**src/rtl/operand_assembler.sv**
```systemverilog
// Collects an 8-byte operand frame (alpha, beta; LSB first) from slow pins and hands it to the
// eigen core with a one-cycle start pulse. Optional 9th checksum byte: OPERAND_ASSEMBLER_CHECKSUM_EN.
//
// state     | meaning
// ----------+----------------------------------------------------------
// IDLE      | waiting for start-of-frame; byte strobes ignored
// LOAD      | collecting bytes 0-7 into the shadow register
// CHECK     | waiting for the XOR checksum byte (checksum builds only)
// WAIT_CORE | frame complete, holding until the core is not busy
// FIRE      | a0/a1 updated from shadow, start_calc high for this cycle
module operand_assembler #(
    parameter int TIMEOUT_W = 16
) (
    input  logic        clk,
    input  logic        rst_n,
    input  logic        ena,
    input  logic [7:0]  ui_in,
    input  logic [7:0]  uio_in,
    input  logic        core_busy,
    output logic [31:0] a0,
    output logic [31:0] a1,
    output logic        start_calc,
    output logic        busy,
    output logic        frame_err
);

    typedef enum logic [2:0] {
        S_IDLE,
        S_LOAD,
        S_CHECK,
        S_WAIT_CORE,
        S_FIRE
    } state_t;

    state_t                 state_q, state_d;
    logic [2:0]             byte_cnt_q, byte_cnt_d;
    logic [TIMEOUT_W-1:0]   tmo_q, tmo_d;
    logic [63:0]            shadow_q, shadow_d;
    logic [31:0]            a0_q, a0_d;
    logic [31:0]            a1_q, a1_d;
    logic                   start_calc_q, start_calc_d;
    logic                   busy_q, busy_d;
    logic                   frame_err_q, frame_err_d;

    // [0]=strobe, [1]=start-of-frame; stage 3 is the previous synchronized value for edge detect
    logic [1:0]             sync1_q, sync2_q, sync3_q;
    logic                   stb_rise, sof_rise, tmo_sat;
    logic                   unused_uio;

    assign unused_uio = ^uio_in[7:2];
    assign stb_rise   = sync2_q[0] & ~sync3_q[0];
    assign sof_rise   = sync2_q[1] & ~sync3_q[1];
    assign tmo_sat    = &tmo_q;

`ifdef OPERAND_ASSEMBLER_CHECKSUM_EN
    logic [7:0] sum_calc;
    always_comb begin
        sum_calc = 8'h00;
        for (int i = 0; i < 8; i++) begin
            sum_calc = sum_calc ^ shadow_q[i*8 +: 8];
        end
    end
`endif

    always_comb begin
        state_d      = state_q;
        byte_cnt_d   = byte_cnt_q;
        tmo_d        = tmo_q;
        shadow_d     = shadow_q;
        a0_d         = a0_q;
        a1_d         = a1_q;
        start_calc_d = start_calc_q;
        frame_err_d  = frame_err_q;
        busy_d       = busy_q;

        if (ena) begin
            start_calc_d = 1'b0;
            case (state_q)
                S_IDLE: begin
                    if (sof_rise) begin
                        state_d     = S_LOAD;
                        byte_cnt_d  = 3'd0;
                        tmo_d       = '0;
                        frame_err_d = 1'b0;
                    end
                end
                S_LOAD: begin
                    if (sof_rise) begin
                        byte_cnt_d = 3'd0;
                        tmo_d      = '0;
                    end else if (stb_rise) begin
                        shadow_d[{byte_cnt_q, 3'b000} +: 8] = ui_in;
                        byte_cnt_d = byte_cnt_q + 3'd1;
                        tmo_d      = '0;
                        if (byte_cnt_q == 3'd7) begin
`ifdef OPERAND_ASSEMBLER_CHECKSUM_EN
                            state_d = S_CHECK;
`else
                            state_d = S_WAIT_CORE;
`endif
                        end
                    end else if (tmo_sat) begin
                        frame_err_d = 1'b1;
                        state_d     = S_IDLE;
                    end else begin
                        tmo_d = tmo_q + 1'b1;
                    end
                end
`ifdef OPERAND_ASSEMBLER_CHECKSUM_EN
                S_CHECK: begin
                    if (sof_rise) begin
                        state_d    = S_LOAD;
                        byte_cnt_d = 3'd0;
                        tmo_d      = '0;
                    end else if (stb_rise) begin
                        tmo_d = '0;
                        if (ui_in == sum_calc) begin
                            state_d = S_WAIT_CORE;
                        end else begin
                            frame_err_d = 1'b1;
                            state_d     = S_IDLE;
                        end
                    end else if (tmo_sat) begin
                        frame_err_d = 1'b1;
                        state_d     = S_IDLE;
                    end else begin
                        tmo_d = tmo_q + 1'b1;
                    end
                end
`endif
                S_WAIT_CORE: begin
                    if (!core_busy) begin
                        state_d      = S_FIRE;
                        a0_d         = shadow_q[31:0];
                        a1_d         = shadow_q[63:32];
                        start_calc_d = 1'b1;
                    end
                end
                S_FIRE: begin
                    state_d = S_IDLE;
                end
                default: begin
                    state_d = S_IDLE;
                end
            endcase
            busy_d = (state_d != S_IDLE);
        end
    end

    always_ff @(posedge clk or negedge rst_n) begin
        if (!rst_n) begin
            state_q      <= S_IDLE;
            byte_cnt_q   <= 3'd0;
            tmo_q        <= '0;
            shadow_q     <= 64'd0;
            a0_q         <= 32'd0;
            a1_q         <= 32'd0;
            start_calc_q <= 1'b0;
            busy_q       <= 1'b0;
            frame_err_q  <= 1'b0;
            sync1_q      <= 2'b00;
            sync2_q      <= 2'b00;
            sync3_q      <= 2'b00;
        end else begin
            state_q      <= state_d;
            byte_cnt_q   <= byte_cnt_d;
            tmo_q        <= tmo_d;
            shadow_q     <= shadow_d;
            a0_q         <= a0_d;
            a1_q         <= a1_d;
            start_calc_q <= start_calc_d;
            busy_q       <= busy_d;
            frame_err_q  <= frame_err_d;
            sync1_q      <= uio_in[1:0];
            sync2_q      <= sync1_q;
            sync3_q      <= sync2_q;
        end
    end

    // A pulse held over by ena going low is released once ena returns
    assign start_calc = start_calc_q & ena;
    assign a0         = a0_q;
    assign a1         = a1_q;
    assign busy       = busy_q;
    assign frame_err  = frame_err_q;

endmodule

```
**config.mk**
```make
export PLATFORM = sky130hd
export DESIGN_NAME = operand_assembler
export DESIGN_NICKNAME = d
export VERILOG_FILES = /design/src/rtl/operand_assembler.sv
export SDC_FILE = /design/constraint.sdc
export NUM_CORES = 1
export LEC_CHECK = 0
export CELL_PAD_IN_SITES_DETAIL_PLACEMENT = 0
export CELL_PAD_IN_SITES_GLOBAL_PLACEMENT = 1
export CORE_ASPECT_RATIO = 0.7
export CORE_UTILIZATION = 50
export CTS_BUF_LIST = sky130_fd_sc_hd__clkbuf_4 sky130_fd_sc_hd__clkbuf_8
export DETAILED_ROUTE_END_ITERATION = 10
export PLACE_DENSITY_LB_ADDON = 0.05
export SETUP_SLACK_MARGIN = 0.5
export SYNTH_ARGS = -nofsm -noshare
export SYNTH_HDL_FRONTEND = slang
export SYNTH_SLANG_ARGS = --single-unit
```
**constraint.sdc**
```tcl
create_clock -name clk -period 4.8 [get_ports clk]
set_input_delay 1.44 -clock clk [delete_from_list [all_inputs] [get_ports clk]]
set_output_delay 1.44 -clock clk [all_outputs]
set_load 0.005 [all_outputs]
```
# Word level (Yosys, flattened, before mapping)
# Index checks and enable logic that the tools add are counted.
# word_totals
reg_bits	159
latchBits	0
ram_bits	0
mem_bits_ro	0
output_inout_bits	67
wordCells	67
memories	0
# classes
n_addsub	3
multipliers	0
n_div	0
magnitude_cmp	0
eq_ne	9
n_shift	2
n_mux	25
n_bitwise	7
n_reduce_logical	9
# op_table
op	n
64-bit bitwise mux	1
16-bit 2-to-1 mux	4
8-bit by 8-bit variable shift with 64-bit output, first input constant	1
8-bit by 8-bit indexed part select with 64-bit output	1
16-bit case mux with 2 select lines	1
3-bit 2-to-1 mux	10
16-bit by 1-bit adder with 16-bit output, second input constant	1
16-bit AND reduction	1
4-bit AND reduction	3
3-bit case mux with 3 select lines	1
2-bit inequality test, second input constant	4
6-bit negator with 8-bit output	1
1-bit 2-to-1 mux	6
3-bit case mux with 2 select lines	1
6-bit AND reduction	1
4-bit inequality test, second input constant	1
1-bit inverter	4
3-bit by 1-bit adder with 3-bit output, second input constant	1
1-bit AND	3
3-bit by 1-bit equality test with 1-bit output, second input constant	1
3-bit by 2-bit equality test with 1-bit output, second input constant	1
3-bit equality test, second input constant	1
3-bit logical NOT	1
3-bit inequality test, second input constant	1
other kinds (4)	4

# Longest topological paths before layout
# depth
depth_word	7
depth_mapped	8
mapped_depth_nobuf	7

# Worst setup path before layout
# Ideal clock, no wire load.
# synth_timing
kind	input to output
start	input ena
end	output start_calc
arrival_time_ns	1.849
slack_ns	1.511
path_stages	2
path_cell_list	clkbuf_1 and2_1
# synth_between
elab_chain_len	1
# synth_rtl
element	line	source
start, declared	16	input logic ena,
1-bit AND	181	assign start_calc = start_calc_q & ena;
end, declared	22	output logic start_calc,
# No other way between the ends.

# Worst setup path in the final report
# Same ends and word-level chain as after synthesis.

==> impl_metrics.toml <==
[global_routing]
global_route_wire_length_before_repair_um = 22400
grt_antenna_before_repair = 0
grt_max_degree = 91
grt_use_total_pct = 21.6
first_global_vias = 4256
grt_remaining_overflow = 0

[timing]
slew-limit-headroom_pct = 44.5
final-max-slew-violation-count = 0
clock.fmax_mhz = 252
final-setup-viol-count = 0
hold_violations = 0
fin_skew_ps = 15.6
max_slew.worst_pin.slew_ps = 833
timing.hold.ws_ps = 357
period_share_pct = 82.7
setup_total_negative_slack_ps = 0
grt_setup_unrepaired = "false"
period_minus_slack_ps = 3970

[synth]
async_reset_ff_share_pct = 100
flip_flop_and_latch_count_after_synthesis = 159
syn-mean-instance-area_sq_um = 12.8
ys_types = 43
postSynth.topFlopCell = "dfrtp_1"
post_synth_instance_area_sq_um = 6520
yosysWarningCount = 0
part_of_the_yosys_area_used_for_sequential_elements_pct = 61.0
synthCells = 511
synth_enable_flop_cells = 0
synthesis.nets = 538

[final_layout]
nNetsFinal = 624
seq_area_sq_um = 3980
diodes = 0
multi_input_comb_area_sq_um = 2410
proportion_of_layout_cells_with_a_drive_suffix_above_1_pct = 23.6
areaGrowthSynthToFinish_pct = 21.4
layout.cells.most_common_list = "dfrtp_1, mux2_2, clkdlybuf4s50_1"
leading_cell_type_in_the_layout_fill_and_taps_excluded = "dfrtp_1"
filler_cell_count = 986

[critical_path]
critPathMaxStageDelay_ps = 490
ff_to_ff_setup_slack_ps = 2030
crit_chain = "clkdlybuf4s50_1 -> and2_1 -> clkdlybuf4s50_1"
timing_worst_setup_path_type = "primary input to output port"
worst_path_most_repeated_cell = "clkdlybuf4s50_1"
crit-reg2reg-launch = "byte_cnt_q[0]$_DFFE_PN0P_"
rr_endpoint = "shadow_q[50]$_DFFE_PN0P_"
critical-path-slowest-cell = "clkdlybuf4s50_1"
cp_max_fo = 2
worst_path_dominant_cell_family = "buffers and inverters"
startpoint_type = "primary input"
critical_path_arrival_ps = 2530
reg2reg_depth = 5
endpoint_kind = "output port"
worst-path-buf-inv = 2
required_ps = 3360

[status]
failed_checks = "design-rule violations"
outcome = "finished with violations"

[pwr]
power.density_cell_area_nw_per_um2 = 371
ir_worst_vdd_mv = 0.205
p_leak_nw = 3.81

[clock_tree]
clock_insertion_delay_worst_skew_ps = 430
cts_max_level = 4
clock_sink_count = 159
post_cts.resized_instances = 0
path_clk_slew_ps = 90
tritoncts.num_buffers = 17
clock_path_buffers = 2
cts_tree = "yes"
post_cts_buffers = 0
cts.root.buffer_cell = "clkbuf_8"
hold_buffers = 0

[detailed_routing]
viasPerCell = 5.44
wl_um = 13500
wl_per_cell_um = 17.4
total_number_of_vias = 4203
drt-pass1-iter-count = 7
detail-route-antenna-nets = 0
route.detailed.drc = 6
detailedRoute.firstIterationViolations = 283

[floorplanning]
core_area_sq_um = 12500
num_rows = 34
ios = 87
die_h_um = 97.6
floorplan.initialDensity_pct = 52.0
floorplan.die_area_sq_um = 13500
die_x_extent_um = 139

[place]
gp_routability_congestion = 0.842
hpwlAfterDp_um = 9180
port_buffers = 80

[worst_hold_path]
min-delay-path-class = "flip-flop to flip-flop"
timing.hold.worst.start = "sync1_q[0]$_DFF_PN0_"
min_delay_worst_endpoint = "sync2_q[0]$_DFF_PN0_"
whs_path_depth = 0

[flow_run]
drv_cap = 0
[worst reg2reg max path, delay by kind of cell (launching register included)]
kind	cells	cell delay, ps
AOI/OAI and AO/OA	1	180
and+or+nand+nor	2	970
DFF	1	680
buffers and inverters	1	240
adders and majority gates	1	620
[through the flow]
step           std cells  setup slack [ps]  power [W]  area, sq um  util [%]
2_1_floorplan        511              1510    0.00176         6520         -
3_3_place_gp         740               827    0.00189         7490      59.7
3_5_place_dp         740               848    0.00191         7490      59.7
4_1_cts              772               828    0.00296         7920      63.1
5_1_grt              772               779    0.00307         7920      63.1
6_report             772               832    0.00293         7920      63.1
[layer usage]
metal / part of all wire, % / wire, um / GRT usage (%)
met5: 0 / 0 / 0
met3: 3.4 / 462 / 4.53
met4: 0.45 / 61 / 6.91
met1: 50 / 6790 / 31.1
met2: 46 / 6150 / 32.6
[worst max path at each step]
stage / from / to / slack, ps / depth (start not counted)
2_1_floorplan: ena / start_calc / 1510 / 2
3_3_place_gp: ena / start_calc / 830 / 3
3_5_place_dp: ena / start_calc / 850 / 3
4_1_cts: ena / start_calc / 830 / 3
5_1_grt: ena / start_calc / 780 / 3
6_report: ena / start_calc / 830 / 3
[cell families (layout without fill, tap and decap cells)]
kind of cell	after synthesis	after routing	share of synthesized area, %
flip-flops	159	159	61.0
multiplexers	104	104	17.8
AND/OR/NAND/NOR	133	133	10.6
AO/OA/AOI/OAI	71	71	6.46
buffers and inverters	32	131	2.11
XOR/XNOR	5	5	0.671
adder cells (fa/ha/maj)	7	7	1.34
[synth_stat cells, drive strengths merged, types with 4 or more instances]
library cell | number | area share (%)
dfrtp | 159 | 61
mux2 | 96 | 17
nand2 | 59 | 3.7
o21ai | 38 | 2.9
and3 | 15 | 1.4
inv | 13 | 0.75
nand3 | 12 | 0.92
nor2 | 12 | 0.69
buf | 10 | 0.84
a21oi | 9 | 0.69
clkbuf | 9 | 0.52
mux2i | 8 | 1.2
nand4 | 8 | 0.86
ha | 7 | 1.3
a21o | 5 | 0.58
xnor2 | 5 | 0.67
and4 | 4 | 0.54
nand2b | 4 | 0.38
nor3 | 4 | 0.31
[final cells by class]
cell class                 count  share of cell area (%)
sequential                   159                    50.3
multi-input combinational    320                    30.5
timing repair buffer          86                    10.7
clock buffer                  19                    3.15
tap                          162                    2.56
clock inverter                13                    2.24
inverter                      13                   0.617
[power breakdown]
part           switching (W)  internal (W)  total [W]  leakage [nW]
combinational       0.000209      0.000147   0.000355          1.46
sequential         0.0000813       0.00145    0.00153          2.14
clock               0.000511      0.000539    0.00105         0.211
total               0.000801       0.00213    0.00293          3.81
[sequential cells by signal (all words and copies together), names as in the netlist]
name / flops
frame_err: 1
sync1_q: 2
start_calc_q: 1
byte_cnt_q: 3
tmo_q: 16
sync3_q: 2
sync2_q: 2
a1: 32
busy: 1
state_q: 3
a0: 32
shadow_q: 64
Note: power is estimated with default switching activity, not from simulation.
